<file path="src/rtl/psctrl_pkg.sv">
// psctrl_pkg: shared widths, reset values and FSM encoding for phase_shift_ctrl.
package psctrl_pkg;

  localparam int unsigned DELAY_W       = 5;
  localparam int unsigned SETTLE_CYCLES = 2;

  localparam logic [DELAY_W-1:0] RST_DELAY = 5'd0;
  localparam logic [DELAY_W-1:0] RST_WIDTH = 5'd16;

  typedef enum logic [2:0] {
    StIdle       = 3'd0,
    StApply      = 3'd1,
    StSettle     = 3'd2,
    StScanSet    = 3'd3,
    StScanSettle = 3'd4,
    StScanDwell  = 3'd5,
    StScanEnd    = 3'd6
  } psctrl_state_e;

  // Scan steps wrap modulo 2**DELAY_W, so 31 is followed by 0.
  function automatic logic [DELAY_W-1:0] step_next(input logic [DELAY_W-1:0] s);
    return s + 1'b1;
  endfunction

endpackage

</file>
<file path="src/rtl/psctrl_timer.sv">
// psctrl_timer: loadable down-counter shared by the settle and dwell phases.
// expired_o is high during the last counted cycle, so a load of N lets the
// owner leave its state N cycles after the load edge.
module psctrl_timer #(
  parameter int unsigned Width = 8
) (
  input  logic             clk_i,
  input  logic             rst_i,
  input  logic             load_i,
  input  logic [Width-1:0] value_i,
  output logic             expired_o
);

  logic [Width-1:0] cnt_q, cnt_d;

  // Load wins over counting; the counter parks at zero.
  always_comb begin
    cnt_d = cnt_q;
    if (load_i) begin
      cnt_d = value_i;
    end else if (cnt_q != '0) begin
      cnt_d = cnt_q - 1'b1;
    end
  end

  // Counter register with synchronous reset.
  always_ff @(posedge clk_i) begin
    if (rst_i) begin
      cnt_q <= '0;
    end else begin
      cnt_q <= cnt_d;
    end
  end

  assign expired_o = (cnt_q[Width-1:1] == '0);

endmodule

</file>
<file path="src/rtl/phase_shift_ctrl.sv">
// phase_shift_ctrl: clk40 configuration sequencer for the two-channel phase shifter.
// Settings are applied only on cfgUpdate and given SETTLE_CYCLES to settle.
// Define PSCTRL_SCAN_EN to build in the delay-scan engine; without it the scan
// inputs are ignored and scanBusy/stepReady/scanDone read 0.
module phase_shift_ctrl
  import psctrl_pkg::*;
#(
  parameter int unsigned DWELL_W = 8
) (
  input  logic               clk40,
  input  logic               reset,
  input  logic [DELAY_W-1:0] cfgDelay1,
  input  logic [DELAY_W-1:0] cfgDelay2,
  input  logic [DELAY_W-1:0] cfgWidth1,
  input  logic [DELAY_W-1:0] cfgWidth2,
  input  logic               cfgUpdate,
  input  logic               scanStart,
  input  logic               scanAbort,
  input  logic               scanChannel,
  input  logic [DELAY_W-1:0] scanFirst,
  input  logic [DELAY_W-1:0] scanLast,
  input  logic [DWELL_W-1:0] scanDwell,
  output logic [DELAY_W-1:0] clockDelay1,
  output logic [DELAY_W-1:0] clockDelay2,
  output logic [DELAY_W-1:0] pulseWidth1,
  output logic [DELAY_W-1:0] pulseWidth2,
  output logic               updateDone,
  output logic               stepReady,
  output logic               scanBusy,
  output logic               scanDone
);

  localparam int unsigned TmrW = (DWELL_W > 2) ? DWELL_W : 2;

  psctrl_state_e      state_q, state_d;
  logic [DELAY_W-1:0] delay1_q, delay1_d;
  logic [DELAY_W-1:0] delay2_q, delay2_d;
  logic [DELAY_W-1:0] width1_q, width1_d;
  logic [DELAY_W-1:0] width2_q, width2_d;
  logic               pend_upd_q, pend_upd_d;
  logic               upd_done_q, upd_done_d;

  logic               tmr_load;
  logic [TmrW-1:0]    tmr_val;
  logic               tmr_expired;

  psctrl_timer #(
    .Width (TmrW)
  ) u_timer (
    .clk_i     (clk40),
    .rst_i     (reset),
    .load_i    (tmr_load),
    .value_i   (tmr_val),
    .expired_o (tmr_expired)
  );

`ifdef PSCTRL_SCAN_EN
  logic [DELAY_W-1:0] step_q, step_d;
  logic [DELAY_W-1:0] saved_q, saved_d;
  logic [DELAY_W-1:0] first_q, first_d;
  logic [DELAY_W-1:0] last_q, last_d;
  logic [DWELL_W-1:0] dwell_q, dwell_d;
  logic               ch_q, ch_d;
  logic               pend_scan_q, pend_scan_d;
  logic               busy_q, busy_d;
  logic               step_rdy_q, step_rdy_d;
  logic               done_q, done_d;

  logic               scan_accept;
  logic               start_ch;
  logic [DELAY_W-1:0] start_first;
  logic [TmrW-1:0]    dwell_eff;

  // A start is accepted only outside the scan states and when none is queued;
  // the scan parameters are captured on that same cycle.
  assign scan_accept = scanStart && !pend_scan_q &&
                       ((state_q == StIdle) || (state_q == StApply) || (state_q == StSettle));
  assign start_ch    = scan_accept ? scanChannel : ch_q;
  assign start_first = scan_accept ? scanFirst : first_q;
  assign dwell_eff   = (dwell_q == '0) ? TmrW'(1) : TmrW'(dwell_q);
`else
  logic unused_scan;
  assign unused_scan = ^{scanStart, scanAbort, scanChannel, scanFirst, scanLast, scanDwell};
`endif

  // Next-state logic: sequencing, output loads, timer control and request queuing.
  always_comb begin
    state_d    = state_q;
    delay1_d   = delay1_q;
    delay2_d   = delay2_q;
    width1_d   = width1_q;
    width2_d   = width2_q;
    pend_upd_d = pend_upd_q;
    upd_done_d = 1'b0;
    tmr_load   = 1'b0;
    tmr_val    = '0;
`ifdef PSCTRL_SCAN_EN
    step_d      = step_q;
    saved_d     = saved_q;
    first_d     = first_q;
    last_d      = last_q;
    dwell_d     = dwell_q;
    ch_d        = ch_q;
    pend_scan_d = pend_scan_q;
    busy_d      = busy_q;
    step_rdy_d  = 1'b0;
    done_d      = 1'b0;

    if (scan_accept) begin
      ch_d    = scanChannel;
      first_d = scanFirst;
      last_d  = scanLast;
      dwell_d = scanDwell;
      // Update traffic has priority; the scan waits for the FSM to return to idle.
      if ((state_q != StIdle) || cfgUpdate) begin
        pend_scan_d = 1'b1;
      end
    end
`endif

    // Update requests outside idle are replayed once the current activity ends.
    if (cfgUpdate && (state_q != StIdle)) begin
      pend_upd_d = 1'b1;
    end

    unique case (state_q)
      StIdle: begin
        if (cfgUpdate) begin
          state_d = StApply;
        end
`ifdef PSCTRL_SCAN_EN
        else if (scan_accept || pend_scan_q) begin
          pend_scan_d = 1'b0;
          saved_d     = start_ch ? delay2_q : delay1_q;
          step_d      = start_first;
          state_d     = StScanSet;
        end
`endif
      end

      // cfg values are sampled here, not when the request arrived.
      StApply: begin
        delay1_d = cfgDelay1;
        delay2_d = cfgDelay2;
        width1_d = cfgWidth1;
        width2_d = cfgWidth2;
        tmr_load = 1'b1;
        tmr_val  = TmrW'(SETTLE_CYCLES);
        state_d  = StSettle;
      end

      StSettle: begin
        if (tmr_expired) begin
          upd_done_d = 1'b1;
          if (pend_upd_d) begin
            pend_upd_d = 1'b0;
            state_d    = StApply;
          end else begin
            state_d = StIdle;
          end
        end
      end

`ifdef PSCTRL_SCAN_EN
      StScanSet: begin
        busy_d = 1'b1;
        if (scanAbort) begin
          state_d = StScanEnd;
        end else begin
          if (ch_q) begin
            delay2_d = step_q;
          end else begin
            delay1_d = step_q;
          end
          tmr_load = 1'b1;
          tmr_val  = TmrW'(SETTLE_CYCLES);
          state_d  = StScanSettle;
        end
      end

      // Abort outranks a stepReady that would fall due on the same edge.
      StScanSettle: begin
        if (scanAbort) begin
          state_d = StScanEnd;
        end else if (tmr_expired) begin
          step_rdy_d = 1'b1;
          tmr_load   = 1'b1;
          tmr_val    = dwell_eff;
          state_d    = StScanDwell;
        end
      end

      StScanDwell: begin
        if (scanAbort) begin
          state_d = StScanEnd;
        end else if (tmr_expired) begin
          if (step_q == last_q) begin
            state_d = StScanEnd;
          end else begin
            step_d  = step_next(step_q);
            state_d = StScanSet;
          end
        end
      end

      StScanEnd: begin
        if (ch_q) begin
          delay2_d = saved_q;
        end else begin
          delay1_d = saved_q;
        end
        done_d = 1'b1;
        busy_d = 1'b0;
        if (pend_upd_d) begin
          pend_upd_d = 1'b0;
          state_d    = StApply;
        end else begin
          state_d = StIdle;
        end
      end
`endif

      default: state_d = StIdle;
    endcase
  end

  // State and output registers; reset mid-scan drops the scan without restoring.
  always_ff @(posedge clk40) begin
    if (reset) begin
      state_q    <= StIdle;
      delay1_q   <= RST_DELAY;
      delay2_q   <= RST_DELAY;
      width1_q   <= RST_WIDTH;
      width2_q   <= RST_WIDTH;
      pend_upd_q <= 1'b0;
      upd_done_q <= 1'b0;
    end else begin
      state_q    <= state_d;
      delay1_q   <= delay1_d;
      delay2_q   <= delay2_d;
      width1_q   <= width1_d;
      width2_q   <= width2_d;
      pend_upd_q <= pend_upd_d;
      upd_done_q <= upd_done_d;
    end
  end

`ifdef PSCTRL_SCAN_EN
  // Scan engine registers.
  always_ff @(posedge clk40) begin
    if (reset) begin
      step_q      <= '0;
      saved_q     <= '0;
      first_q     <= '0;
      last_q      <= '0;
      dwell_q     <= '0;
      ch_q        <= 1'b0;
      pend_scan_q <= 1'b0;
      busy_q      <= 1'b0;
      step_rdy_q  <= 1'b0;
      done_q      <= 1'b0;
    end else begin
      step_q      <= step_d;
      saved_q     <= saved_d;
      first_q     <= first_d;
      last_q      <= last_d;
      dwell_q     <= dwell_d;
      ch_q        <= ch_d;
      pend_scan_q <= pend_scan_d;
      busy_q      <= busy_d;
      step_rdy_q  <= step_rdy_d;
      done_q      <= done_d;
    end
  end

  assign stepReady = step_rdy_q;
  assign scanBusy  = busy_q;
  assign scanDone  = done_q;
`else
  assign stepReady = 1'b0;
  assign scanBusy  = 1'b0;
  assign scanDone  = 1'b0;
`endif

  assign clockDelay1 = delay1_q;
  assign clockDelay2 = delay2_q;
  assign pulseWidth1 = width1_q;
  assign pulseWidth2 = width2_q;
  assign updateDone  = upd_done_q;

endmodule

</file>
<file path="config.mk">
export PLATFORM = sky130hd
export DESIGN_NAME = phase_shift_ctrl
export DESIGN_NICKNAME = d
export VERILOG_FILES = /design/src/rtl/psctrl_pkg.sv /design/src/rtl/psctrl_timer.sv /design/src/rtl/phase_shift_ctrl.sv
export SDC_FILE = /design/constraint.sdc
export NUM_CORES = 1
export LEC_CHECK = 0
export CELL_PAD_IN_SITES_DETAIL_PLACEMENT = 1
export CELL_PAD_IN_SITES_GLOBAL_PLACEMENT = 2
export CORE_ASPECT_RATIO = 1.25
export CORE_UTILIZATION = 22
export DETAILED_ROUTE_END_ITERATION = 8
export HOLD_SLACK_MARGIN = 0.1
export PLACE_DENSITY = 0.77
export SYNTH_ARGS = -nofsm -noshare
export SYNTH_HDL_FRONTEND = slang
export SYNTH_HIERARCHICAL = 1
export SYNTH_SLANG_ARGS = --single-unit
</file>
<file path="constraint.sdc">
create_clock -name clk40 -period 1.8 [get_ports clk40]
set_clock_uncertainty 0.15 [all_clocks]
set_input_delay 0.36 -clock clk40 [delete_from_list [all_inputs] [get_ports clk40]]
set_output_delay 0.36 -clock clk40 [all_outputs]
set_load 0.005 [all_outputs]
</file>
==> results.rst <==
.. list-table::
   :header-rows: 1

   * - Metric
     - Value
   * - Wire length of the first global-routing pass
     - slightly below 6 mm
   * - Starting density of the core
     - 0.229
   * - Site row count
     - 32
   * - Seq/Total Area, Yosys
     - 0.450
   * - Quantity of gates resized following cts
     - 0
   * - Hold Path Cell Cnt
     - 2
   * - Post-layout worst setup margin
     - about 130 ps
   * - Largest net degree at the start of global routing
     - 22
   * - Final setup fails
     - 0
   * - Data required time at the worst endpoint
     - around 1300 ps
   * - Overflow left after global routing
     - 0
   * - Clock tree from TritonCTS
     - yes
   * - Critical path startpoint category
     - register
   * - Type of the worst setup path
     - reg2out
   * - Total setup buffers inserted after CTS
     - 0
   * - Levels on crit path
     - 1
   * - Routed wire length
     - between 3 and 4 mm
   * - Area of combinational cells with multiple inputs
     - ~720 um2
   * - Depth of the CTS H-tree
     - 2
   * - Maxcap violations
     - 0
   * - Fraction of the core area covered by cells at the end of the flow
     - 0.333
   * - Die area
     - 6790 um2
   * - Drt wl/cell
     - approximately 11 um
   * - Crit path time final
     - about 1700 ps
   * - Total routing resource utilization after global routing
     - 0.114
   * - CTS root buffer
     - clkbuf_8
   * - Cell family with most CP delay
     - buffers and inverters
   * - Number of synthesized register bits
     - 32
   * - Peak fanout along the critical path
     - 2
   * - Count of mapped cells out of synthesis
     - between 150 and 200
   * - Longest individual stage delay on the worst path
     - 510 ps
   * - Worst IR drop on VDD
     - a little over 500 uV
   * - Post-Layout Cell Count
     - 303
   * - Count of distinct cell types in the synthesized netlist
     - 35
   * - Cell breakdown of the critical path
     - clkdlybuf4s50_1
   * - Status
     - completed
   * - Endpoints failing hold
     - 0
   * - Class of the tightest hold or removal check
     - reg2reg
   * - CTS hold repair buffers
     - 0
   * - Post-synth design cell area
     - 1420 um2
   * - CP max-delay cell
     - clkdlybuf4s50_1
   * - Final HPWL from detailed placement
     - about 2.4 mm
   * - Count of inserted antenna diode cells
     - 0
   * - Area of the core
     - 6210 um2
   * - Slew Limit Fails
     - 0
   * - Fin nets
     - approximately 260
   * - Yosys warns
     - 6
   * - Top achievable clock speed
     - 0.599 GHz
   * - Via count of the first global-routing pass
     - 1323
   * - RSZ-0062 raised after global routing
     - no
   * - Element type at the critical path end
     - output pin
   * - Port Buffer Count
     - 43
   * - Power density over the cells
     - ~1100 nW/um2
   * - Data arrival time of the critical path
     - 1160 ps
   * - Sink count of the clock tree
     - 32
   * - Die Y
     - 91.9 um
   * - Seq. cell area
     - about 640 um2
   * - Place WS
     - 190 ps
   * - Clock network latency to the later pin of the worst-skew pair
     - about 280 ps
   * - Area Overhead vs Synth
     - 45.5%
   * - Routability-driven placement congestion ratio
     - 0.687
   * - Instance count after placement with tap cells included
     - between 200 and 300
   * - Clock transition at path regs
     - approximately 70 ps
   * - Crit path buffers/inverters
     - 1
   * - Worst R2R Path Depth
     - 5
   * - Count of pins on the block boundary
     - 68
   * - First-pass detailed-route iteration total
     - 3
   * - DRC
     - 0
   * - Antenna violations before repair
     - 0
   * - Final Cycle Share
     - 0.927
   * - Number of design-rule violations left by the first detailed-router iteration
     - 16
   * - Drt via density
     - slightly above 4
   * - Chip width
     - approximately 74 um
   * - Number of fillers in the final layout
     - around 740
   * - Leakage power
     - 0.760 nW
   * - Setup_tns
     - 0 ps
   * - Mean instance size in the synthesized netlist
     - approximately 8.8 um2
   * - Number of nets still failing antenna checks after routing
     - 0
   * - Worst-case clock buffer depth
     - 2
   * - Share of cells above drive strength 1
     - 0.183
   * - Detailed-route via count
     - 1229
   * - Number of CTS-inserted buffers
     - 5
## registers in the layout (all words and copies together) (netlist names)
register / cells
u_timer/cnt_q: 8
clockDelay1: 5
clockDelay2: 5
pulseWidth1: 5
pulseWidth2: 5
state_q: 2
pend_upd_q: 1
updateDone: 1
## cell usage after synthesis, drive strengths merged
library cell,count,share of area
dfxtp,32,0.45
nand3b,2,0.011
mux2i,1,0.0070
a32oi,1,0.0062
nor3b,1,0.0053
nor2b,1,0.0044
clkbuf,1,0.0026
nand2b,3,0.020
or2,1,0.0044
nor4,2,0.019
xor2,2,0.012
ha,2,0.018
nand4,1,0.0088
xnor2,3,0.018
and4bb,1,0.0088
buf,9,0.049
a211oi,4,0.025
o21ai,1,0.0035
inv,4,0.012
a21oi,25,0.13
nor3,3,0.014
conb,1,0.0026
nand2,46,0.12
nor2,13,0.034
nand3,1,0.0035
and3,1,0.0053
## kinds of logic after synthesis
family,synth area share
DFF,0.450
and+or+nand+nor,0.260
AOI/OAI and AO/OA,0.167
other,0.00264
adders and majority gates,0.0176
xor gates and xnor gates,0.0308
muxes,0.00704
buffers and inverters,0.0642
## path summary, 6_finish.rpt
check,from,end,slack (ps)
max,clockDelay1[2],clockDelay1[2],130
min,pulseWidth2[2],pulseWidth2[2],310
max reg2reg,u_timer/cnt_q[0],u_timer/cnt_q[6],320
min reg2reg,pulseWidth2[2],pulseWidth2[2],310
## layer usage
layer | GRT usage | up-vias | wire length [um]
met2 | 0.197 | 33 | 1670
met5 | 0 | - | 0
met1 | 0.125 | 560 | 1470
li1 | - | 631 | -
met4 | 0.0481 | 0 | 56
met3 | 0.0363 | 5 | 183
## stage by stage
stage,hold slack [ps],power (mW),cell area (um2)
2_1_floorplan,279,1.46,1460
3_3_place_gp,292,1.68,1980
3_5_place_dp,301,1.69,1980
4_1_cts,311,2.28,2070
5_1_grt,344,2.42,2070
6_report,307,2.23,2070
## power breakdown
part           internal [mW]  switching (mW)
Combinational          0.388           0.356
Clock                  0.305           0.264
Sequential             0.815           0.100
## layout make-up
type                            instances  share of cell area
Clock buffer                            6              0.0399
Clock inverter                          2             0.00484
Inverter                                4             0.00846
Multi-Input combinational cell        125               0.350
Sequential cell                        32               0.310
Tap cell                               85              0.0514
Timing Repair Buffer                   49               0.236
## cells in the final DEF (no fill, tap or decap), types with 2 or more instances in the layout
| master | n |
|---|---|
| nand2_1 | 46 |
| clkdlybuf4s50_1 | 43 |
| dfxtp_1 | 32 |
| a21oi_2 | 17 |
| nor2_1 | 13 |
| conb_1 | 10 |
| a21oi_1 | 8 |
| clkbuf_8 | 6 |
| buf_4 | 5 |
| inv_1 | 3 |
| xnor2_1 | 3 |
| a211oi_1 | 3 |
| nor3_1 | 2 |
| nand3b_1 | 2 |
| clkinv_2 | 2 |
| xor2_1 | 2 |
| ha_1 | 2 |
Note: power is estimated with default switching activity, not from simulation.
